===== src/rtl/sw_array_ctrl_if.sv =====
// rtl/sw_array_ctrl_if.sv - job, target-stream, PE-array and score signals of the Smith-Waterman sequencer
// best_pos is present only when SW_BEST_POS_EN is defined.
interface sw_array_ctrl_if #(
  parameter int LEN_BIT  = 16,
  parameter int CHAR_BIT = 2,
  parameter int VBIT     = 16
);
  logic                start;
  logic [LEN_BIT-1:0]  query_len;
  logic [LEN_BIT-1:0]  target_len;
  logic                busy;
  logic                len_err;
  logic                tgt_valid;
  logic [CHAR_BIT-1:0] tgt_char;
  logic                tgt_ready;
  logic                pe_t_valid;
  logic [CHAR_BIT-1:0] pe_t_char;
  logic                pe_clear;
  logic                pe_max_valid;
  logic [VBIT-1:0]     pe_max_v;
  logic                score_valid;
  logic [VBIT-1:0]     score;
  logic                score_ready;
`ifdef SW_BEST_POS_EN
  logic [LEN_BIT-1:0]  best_pos;
`endif

  modport master (
`ifdef SW_BEST_POS_EN
    input  best_pos,
`endif
    output start, query_len, target_len, tgt_valid, tgt_char,
    output pe_max_valid, pe_max_v, score_ready,
    input  busy, len_err, tgt_ready, pe_t_valid, pe_t_char, pe_clear,
    input  score_valid, score
  );

  modport slave (
`ifdef SW_BEST_POS_EN
    output best_pos,
`endif
    input  start, query_len, target_len, tgt_valid, tgt_char,
    input  pe_max_valid, pe_max_v, score_ready,
    output busy, len_err, tgt_ready, pe_t_valid, pe_t_char, pe_clear,
    output score_valid, score
  );
endinterface


===== src/rtl/sw_array_ctrl.sv =====
// rtl/sw_array_ctrl.sv - Smith-Waterman systolic array sequencer: target streaming, drain timing, best-score tracking
// Optional macro SW_BEST_POS_EN adds best_pos (target position of the best score).
module sw_array_ctrl #(
  parameter int PE_NUM   = 64,
  parameter int LEN_BIT  = 16,
  parameter int CHAR_BIT = 2,
  parameter int VBIT     = 16,
  parameter int PE_LAT   = 2
) (
  input  logic            clk,
  input  logic            rst,
  sw_array_ctrl_if.slave  bus
);
  typedef enum logic [2:0] {IDLE, CLEAR, RUN, DRAIN, DONE} state_t;

  localparam logic [LEN_BIT-1:0] PE_NUM_L = LEN_BIT'(PE_NUM);
  localparam logic [LEN_BIT-1:0] PE_LAT_L = LEN_BIT'(PE_LAT);

  state_t              state, state_nxt;
  logic [LEN_BIT-1:0]  qlen, tlen, char_cnt, drain_cnt;
  logic [VBIT-1:0]     best;
  logic                len_err_q, pe_t_valid_q;
  logic [CHAR_BIT-1:0] pe_t_char_q;
  logic                legal, accept, xfer, last, track, better;

  // Sign-magnitude style ordering shared with the PE array's max tree.
  function automatic logic beats(input logic [VBIT-1:0] a, input logic [VBIT-1:0] b);
    if (a[VBIT-1] != b[VBIT-1]) return !a[VBIT-1];
    else if (!a[VBIT-1])        return a[VBIT-2:0] > b[VBIT-2:0];
    else                        return a[VBIT-2:0] < b[VBIT-2:0];
  endfunction

  always_comb begin
    legal  = (bus.query_len != '0) && (bus.query_len <= PE_NUM_L) && (bus.target_len != '0);
    accept = (state == IDLE) && bus.start && legal;
    xfer   = (state == RUN) && bus.tgt_valid;
    last   = xfer && (char_cnt + 1'b1 == tlen);
    track  = ((state == RUN) || (state == DRAIN)) && bus.pe_max_valid;
    better = track && beats(bus.pe_max_v, best);
  end

  always_comb begin
    state_nxt = state;
    case (state)
      IDLE:    if (accept) state_nxt = CLEAR;
      CLEAR:   state_nxt = RUN;
      RUN:     if (last) state_nxt = DRAIN;
      // Leaves as the count reaches zero, giving query_len+PE_LAT drain cycles.
      DRAIN:   if (drain_cnt == LEN_BIT'(1)) state_nxt = DONE;
      DONE:    if (bus.score_ready) state_nxt = IDLE;
      default: state_nxt = IDLE;
    endcase
  end

  always_ff @(posedge clk or posedge rst) begin
    if (rst) begin
      state        <= IDLE;
      qlen         <= '0;
      tlen         <= '0;
      char_cnt     <= '0;
      drain_cnt    <= '0;
      best         <= '0;
      len_err_q    <= 1'b0;
      pe_t_valid_q <= 1'b0;
      pe_t_char_q  <= '0;
    end else begin
      state        <= state_nxt;
      len_err_q    <= (state == IDLE) && bus.start && !legal;
      pe_t_valid_q <= xfer;
      if (accept) begin
        qlen     <= bus.query_len;
        tlen     <= bus.target_len;
        char_cnt <= '0;
        best     <= '0;
      end
      if (xfer) begin
        pe_t_char_q <= bus.tgt_char;
        char_cnt    <= char_cnt + 1'b1;
      end
      if (last)                drain_cnt <= qlen + PE_LAT_L;
      else if (state == DRAIN) drain_cnt <= drain_cnt - 1'b1;
      if (better) best <= bus.pe_max_v;
    end
  end

  assign bus.busy        = (state != IDLE);
  assign bus.len_err     = len_err_q;
  assign bus.tgt_ready   = (state == RUN);
  assign bus.pe_t_valid  = pe_t_valid_q;
  assign bus.pe_t_char   = pe_t_char_q;
  assign bus.pe_clear    = (state == CLEAR);
  assign bus.score_valid = (state == DONE);
  assign bus.score       = best;

`ifdef SW_BEST_POS_EN
  localparam logic signed [LEN_BIT+1:0] LAT_S = (LEN_BIT+2)'(PE_LAT);
  localparam logic signed [LEN_BIT+1:0] ONE_S = (LEN_BIT+2)'(1);

  logic [LEN_BIT-1:0]        pos_cnt, pos_nxt, pos_clamped, best_pos_q;
  logic                      pos_step;
  logic signed [LEN_BIT+1:0] pos_raw, tlen_s;

  // The wavefront keeps advancing through DRAIN, so the position counter does too.
  always_comb begin
    pos_step = xfer || (state == DRAIN);
    pos_nxt  = pos_cnt + {{(LEN_BIT-1){1'b0}}, pos_step};
    pos_raw  = $signed({2'b00, pos_nxt}) - LAT_S;
    tlen_s   = $signed({2'b00, tlen});
    if (pos_raw < ONE_S)       pos_clamped = LEN_BIT'(1);
    else if (pos_raw > tlen_s) pos_clamped = tlen;
    else                       pos_clamped = pos_raw[LEN_BIT-1:0];
  end

  always_ff @(posedge clk or posedge rst) begin
    if (rst) begin
      pos_cnt    <= '0;
      best_pos_q <= '0;
    end else if (accept) begin
      pos_cnt    <= '0;
      best_pos_q <= '0;
    end else begin
      if (pos_step) pos_cnt <= pos_nxt;
      if (better)   best_pos_q <= pos_clamped;
    end
  end

  assign bus.best_pos = best_pos_q;
`endif
endmodule

===== src/flat_wrapper.sv =====
// flat-port wrapper written by rule: the top's interface ports become plain ports
module sw_array_ctrl_flat 
#(
  parameter int PE_NUM   = 64,
  parameter int LEN_BIT  = 16,
  parameter int CHAR_BIT = 2,
  parameter int VBIT     = 16,
  parameter int PE_LAT   = 2
)
  (clk, rst, bus_start, bus_query_len, bus_target_len, bus_tgt_valid, bus_tgt_char, bus_pe_max_valid, bus_pe_max_v, bus_score_ready, bus_busy, bus_len_err, bus_tgt_ready, bus_pe_t_valid, bus_pe_t_char, bus_pe_clear, bus_score_valid, bus_score);
  sw_array_ctrl_if #(.LEN_BIT(LEN_BIT), .CHAR_BIT(CHAR_BIT), .VBIT(VBIT)) bus_i ();
  input  logic clk;
  input  logic rst;
  input wire logic [$bits(bus_i.start)-1:0] bus_start;
  input wire logic [$bits(bus_i.query_len)-1:0] bus_query_len;
  input wire logic [$bits(bus_i.target_len)-1:0] bus_target_len;
  input wire logic [$bits(bus_i.tgt_valid)-1:0] bus_tgt_valid;
  input wire logic [$bits(bus_i.tgt_char)-1:0] bus_tgt_char;
  input wire logic [$bits(bus_i.pe_max_valid)-1:0] bus_pe_max_valid;
  input wire logic [$bits(bus_i.pe_max_v)-1:0] bus_pe_max_v;
  input wire logic [$bits(bus_i.score_ready)-1:0] bus_score_ready;
  output wire logic [$bits(bus_i.busy)-1:0] bus_busy;
  output wire logic [$bits(bus_i.len_err)-1:0] bus_len_err;
  output wire logic [$bits(bus_i.tgt_ready)-1:0] bus_tgt_ready;
  output wire logic [$bits(bus_i.pe_t_valid)-1:0] bus_pe_t_valid;
  output wire logic [$bits(bus_i.pe_t_char)-1:0] bus_pe_t_char;
  output wire logic [$bits(bus_i.pe_clear)-1:0] bus_pe_clear;
  output wire logic [$bits(bus_i.score_valid)-1:0] bus_score_valid;
  output wire logic [$bits(bus_i.score)-1:0] bus_score;
  assign bus_i.start = bus_start;
  assign bus_i.query_len = bus_query_len;
  assign bus_i.target_len = bus_target_len;
  assign bus_i.tgt_valid = bus_tgt_valid;
  assign bus_i.tgt_char = bus_tgt_char;
  assign bus_i.pe_max_valid = bus_pe_max_valid;
  assign bus_i.pe_max_v = bus_pe_max_v;
  assign bus_i.score_ready = bus_score_ready;
  assign bus_busy = bus_i.busy;
  assign bus_len_err = bus_i.len_err;
  assign bus_tgt_ready = bus_i.tgt_ready;
  assign bus_pe_t_valid = bus_i.pe_t_valid;
  assign bus_pe_t_char = bus_i.pe_t_char;
  assign bus_pe_clear = bus_i.pe_clear;
  assign bus_score_valid = bus_i.score_valid;
  assign bus_score = bus_i.score;
  sw_array_ctrl #(.PE_NUM(PE_NUM), .LEN_BIT(LEN_BIT), .CHAR_BIT(CHAR_BIT), .VBIT(VBIT), .PE_LAT(PE_LAT)) u_core (.clk(clk), .rst(rst), .bus(bus_i));
endmodule

===== config.mk =====
export PLATFORM = sky130hd
export DESIGN_NAME = sw_array_ctrl_flat
export DESIGN_NICKNAME = d
export VERILOG_FILES = /design/src/rtl/sw_array_ctrl_if.sv /design/src/rtl/sw_array_ctrl.sv /design/src/flat_wrapper.sv
export SDC_FILE = /design/constraint.sdc
export NUM_CORES = 1
export LEC_CHECK = 0
export CORE_MARGIN = 2
export CORE_UTILIZATION = 57
export CTS_BUF_LIST = sky130_fd_sc_hd__clkbuf_4
export CTS_CLUSTER_DIAMETER = 80
export DETAILED_ROUTE_END_ITERATION = 10
export HOLD_SLACK_MARGIN = 0.08
export PLACE_DENSITY = 0.84
export SLEW_MARGIN = 30
export SYNTH_ARGS = -nofsm -noshare
export SYNTH_HDL_FRONTEND = slang
export SYNTH_SLANG_ARGS = --single-unit
export TNS_END_PERCENT = 30

===== constraint.sdc =====
create_clock -name clk -period 5.05 [get_ports clk]
set_clock_uncertainty 0.15 [all_clocks]
set_input_delay 0.505 -clock clk [delete_from_list [all_inputs] [get_ports clk]]
set_output_delay 0.505 -clock clk [all_outputs]
set_load 0.005 [all_outputs]

==> reports/metrics.csv <==
stage,metric,value,unit
die,fp.coreArea,8720,um2
grt,busiest_layer,met2,
die,ios,80,
outcome,status,"complete, no violations",
grt,use_met2,40.1,%
place,place_hpwl,8.48,mm
clocking,cts_root_buf,clkbuf_4,
die,die_h,98.8,um
flow_run,drv_cap,0,
critical_path,end_kind,register,
pwr,power.total,1.67,mW
route,wire_per_inst,16.0,um
grt,grt_max_degree,52,
critical_path,worst-setup-path-type,register to register,
final_layout,final_common_cell,dfrtp_1,
critical_path,arrival,3.55,ns
route,dr.pass1.iters,5,
clocking,numCtsBuffers,9,
grt,grt_antenna_before_repair,1,
final_layout,drive_above_1_share,8.65,%
route,viasPerCell,5.83,
timing,relSlewSlack,45.8,%
die,die-area,9750,um2
logic_synthesis,synthesis.nets,615,
timing,period_needed,3.35,ns
critical_path,r2r_start,u_core.state[2],
logic_synthesis,ys_warn_count,0,
critical_path,r2r-end,u_core.drain_cnt[5],
logic_synthesis,ys.flop_type,dfrtp_1,
logic_synthesis,netlist_instances,540,
clocking,ctsHoldBuffers,0,
critical_path,crit_fanout,22,
route,ant_nets,0,
logic_synthesis,synth_xor_xnor_area_share,8.04,%
clocking,cts_tree,done,
route,drtIter0Drc,215,
critical_path,setup.worst_path.end,u_core.drain_cnt[5],
grt,grt_use_met3,4.68,%
grt,grt_overflow,0,
timing,slew_viol_final,0,
logic_synthesis,synth_edf_count,0,
grt,grtUsageTotal,25.0,%
timing,rsz0062_at_grt,false,
logic_synthesis,synth.top_cell.area_share,42.5,%
timing,finalSetupViolations,0,
logic_synthesis,synth_fa_ha_area_share,4.64,%
route,drc,0,
logic_synthesis,synth_simple_gate_area_share,20.6,%
grt,met1_usage,34.1,%
grt,grt_pass1_wl,19.7,mm
logic_synthesis,postSynthAreaPerCell,9.48,um2
timing,hold-worst-slack,0.306,ns
timing,max_freq,298,MHz
logic_synthesis,synth_area_leaders,"dfrtp_1, xnor2_1, ha_1, mux2_2, nand2_1",
critical_path,required,5.25,ns
clocking,cts_buffer_depth,2,
logic_synthesis,yosysUniqueCellTypes,59,
final_layout,syn2layout_area_growth,20.0,%
logic_synthesis,synth_seq_cells,87,
pwr,ir_drop,162,uV
place,dpl_cell_area,5970,um2
logic_synthesis,synth_top_family_by_area,simple AND/OR/NAND/NOR gates,
grt,grt_pass1_vias,4126,
clocking,clkSlewWorstSetupHoldPaths,0.14,ns
pwr,powerDensity,272,nW/um2
logic_synthesis,yosysSeqAreaShare,42.5,%
route,routed-via-count,4207,
final_layout,layout_common_cells,"dfrtp_1, clkdlybuf4s50_1, nand2_1, inv_1, o21ai_0",
timing,tightest_slew,0.810,ns
timing,setup_ws,1.70,ns
place,pre_cts_ws,1.49,ns
critical_path,reg2regPathDepth,10,
timing,finalHoldViolCount,0,
critical_path,reg2reg_slack,1.70,ns
route,finalWirelength,11.6,mm
timing,finalCritPeriodShare,66.4,%
pwr,p_leak,2.81,nW
die,die_w,98.8,um
clocking,numClockSinks,87,
logic_synthesis,muxShareOfSynthArea,9.39,%
die,start_util,58.7,%
place,place_congestion,0.966,
clocking,post_cts_buffers,0,
hold_path,hp-class,primary input to asynchronous set/reset pin,
logic_synthesis,async_flop_share,100,%
logic_synthesis,netlist_area,5120,um2
clocking,cts.repair.resized,0,
timing,fin_setup_tns,0,ns
final_layout,fin_area,6140,um2
critical_path,critPathLaunchType,register,
critical_path,cp-startpoint,u_core.state[2],
clocking,htree_num_levels,3,
logic_synthesis,synth-compound-area-share,9.63,%
logic_synthesis,synth_area_leader_cell,dfrtp_1,
die,num_rows,34,
place,portBuffers,79,
clocking,clock_latency,0.45,ns
final_layout,layout.nets,683,
[final cells by class]
| type | instances | area (um2) |
|---|---|---|
| Tap cell | 108 | 135 |
| Fill cell | 667 | 2580 |
| Sequential cell | 87 | 2180 |
| Timing Repair Buffer | 81 | 806 |
| Antenna cell | 1 | 2.50 |
| Multi-Input combinational cell | 389 | 2700 |
| Inverter | 40 | 153 |
| Clock inverter | 7 | 103 |
| Clock buffer | 9 | 67.6 |
[critical path: stages (launching register included)]
cell	delay, ns
dfrtp_1	0.48
nor3b_4	0.27
nand2_2	0.31
clkinv_2	0.31
o31ai_1	0.13
a2111oi_2	0.33
nand4_1	0.18
nor4_4	0.54
buf_4	0.33
a32oi_1	0.10
o21a_1	0.12
[report_power, final]
group | internal [mW] | total [mW] | switching [mW]
clock | 0.207 | 0.468 | 0.261
combinational | 0.204 | 0.375 | 0.171
sequential | 0.762 | 0.827 | 0.0652
[cells by family (layout without fill, tap and decap cells)]
logic type,after synthesis,in the layout
AO/OA/AOI/OAI,82,82
XOR/XNOR,47,47
adder cells (fa/ha/maj),19,19
buffers and inverters,64,137
flip-flops,87,87
multiplexers,45,45
other,0,1
AND/OR/NAND/NOR,196,196
[synthesized netlist by cell type (2+ instances only)]
| library cell | number |
|---|---|
| a21o_1 | 2 |
| a21oi_1 | 14 |
| a31oi_1 | 5 |
| and2_1 | 12 |
| and3_1 | 12 |
| and4_4 | 2 |
| buf_2 | 10 |
| clkbuf_1 | 11 |
| dfrtp_1 | 87 |
| ha_1 | 19 |
| inv_1 | 39 |
| mux2_1 | 3 |
| mux2_2 | 21 |
| mux2i_1 | 21 |
| nand2_1 | 60 |
| nand2b_1 | 2 |
| nand3_1 | 18 |
| nand3b_1 | 3 |
| nand4_1 | 11 |
| nand4b_1 | 2 |
| nor2_1 | 27 |
| nor2b_1 | 5 |
| nor3_1 | 9 |
| nor3b_1 | 2 |
| nor4_1 | 11 |
| nor4_2 | 2 |
| o211a_1 | 2 |
| o21a_1 | 2 |
| o21ai_0 | 32 |
| o21ai_1 | 8 |
| o22ai_1 | 3 |
| o31ai_1 | 3 |
| or2_2 | 2 |
| or3_1 | 6 |
| or4_1 | 3 |
| xnor2_1 | 30 |
| xor2_1 | 17 |
[sequential cells by signal (all words and copies together), names as in the netlist]
name / cells
u_core.bus.len_err: 1
u_core.bus.pe_t_char: 2
u_core.bus.pe_t_valid: 1
u_core.bus.score: 16
u_core.char_cnt: 16
u_core.drain_cnt: 16
u_core.qlen: 16
u_core.state: 3
u_core.tlen: 16
[metrics by stage]
stage | std cells | util [%]
2_1_floorplan | 540 | -
3_3_place_gp | 705 | 68.3
3_5_place_dp | 705 | 68.4
4_1_cts | 721 | 70.4
5_1_grt | 722 | 70.4
6_report | 722 | 70.4
[layer usage]
metal	share of wire [%]	wire, um
met3	6.0	691
met5	0	0
met4	1.6	188
met2	48	5560
met1	44	5130
[worst min-delay path by stage]
stage	start	endpoint	slack [ns]
global route	rst	u_core.char_cnt[6]	0.36
global placement	u_core.qlen[0]	u_core.drain_cnt[0]	0.32
detailed placement	u_core.bus.pe_t_char[0]	u_core.bus.pe_t_char[0]	0.33
finish	rst	u_core.tlen[1]	0.31
floorplan	u_core.qlen[0]	u_core.drain_cnt[0]	0.30
CTS	rst	u_core.tlen[2]	0.32
No activity file was read; power rests on OpenSTA's default activity.
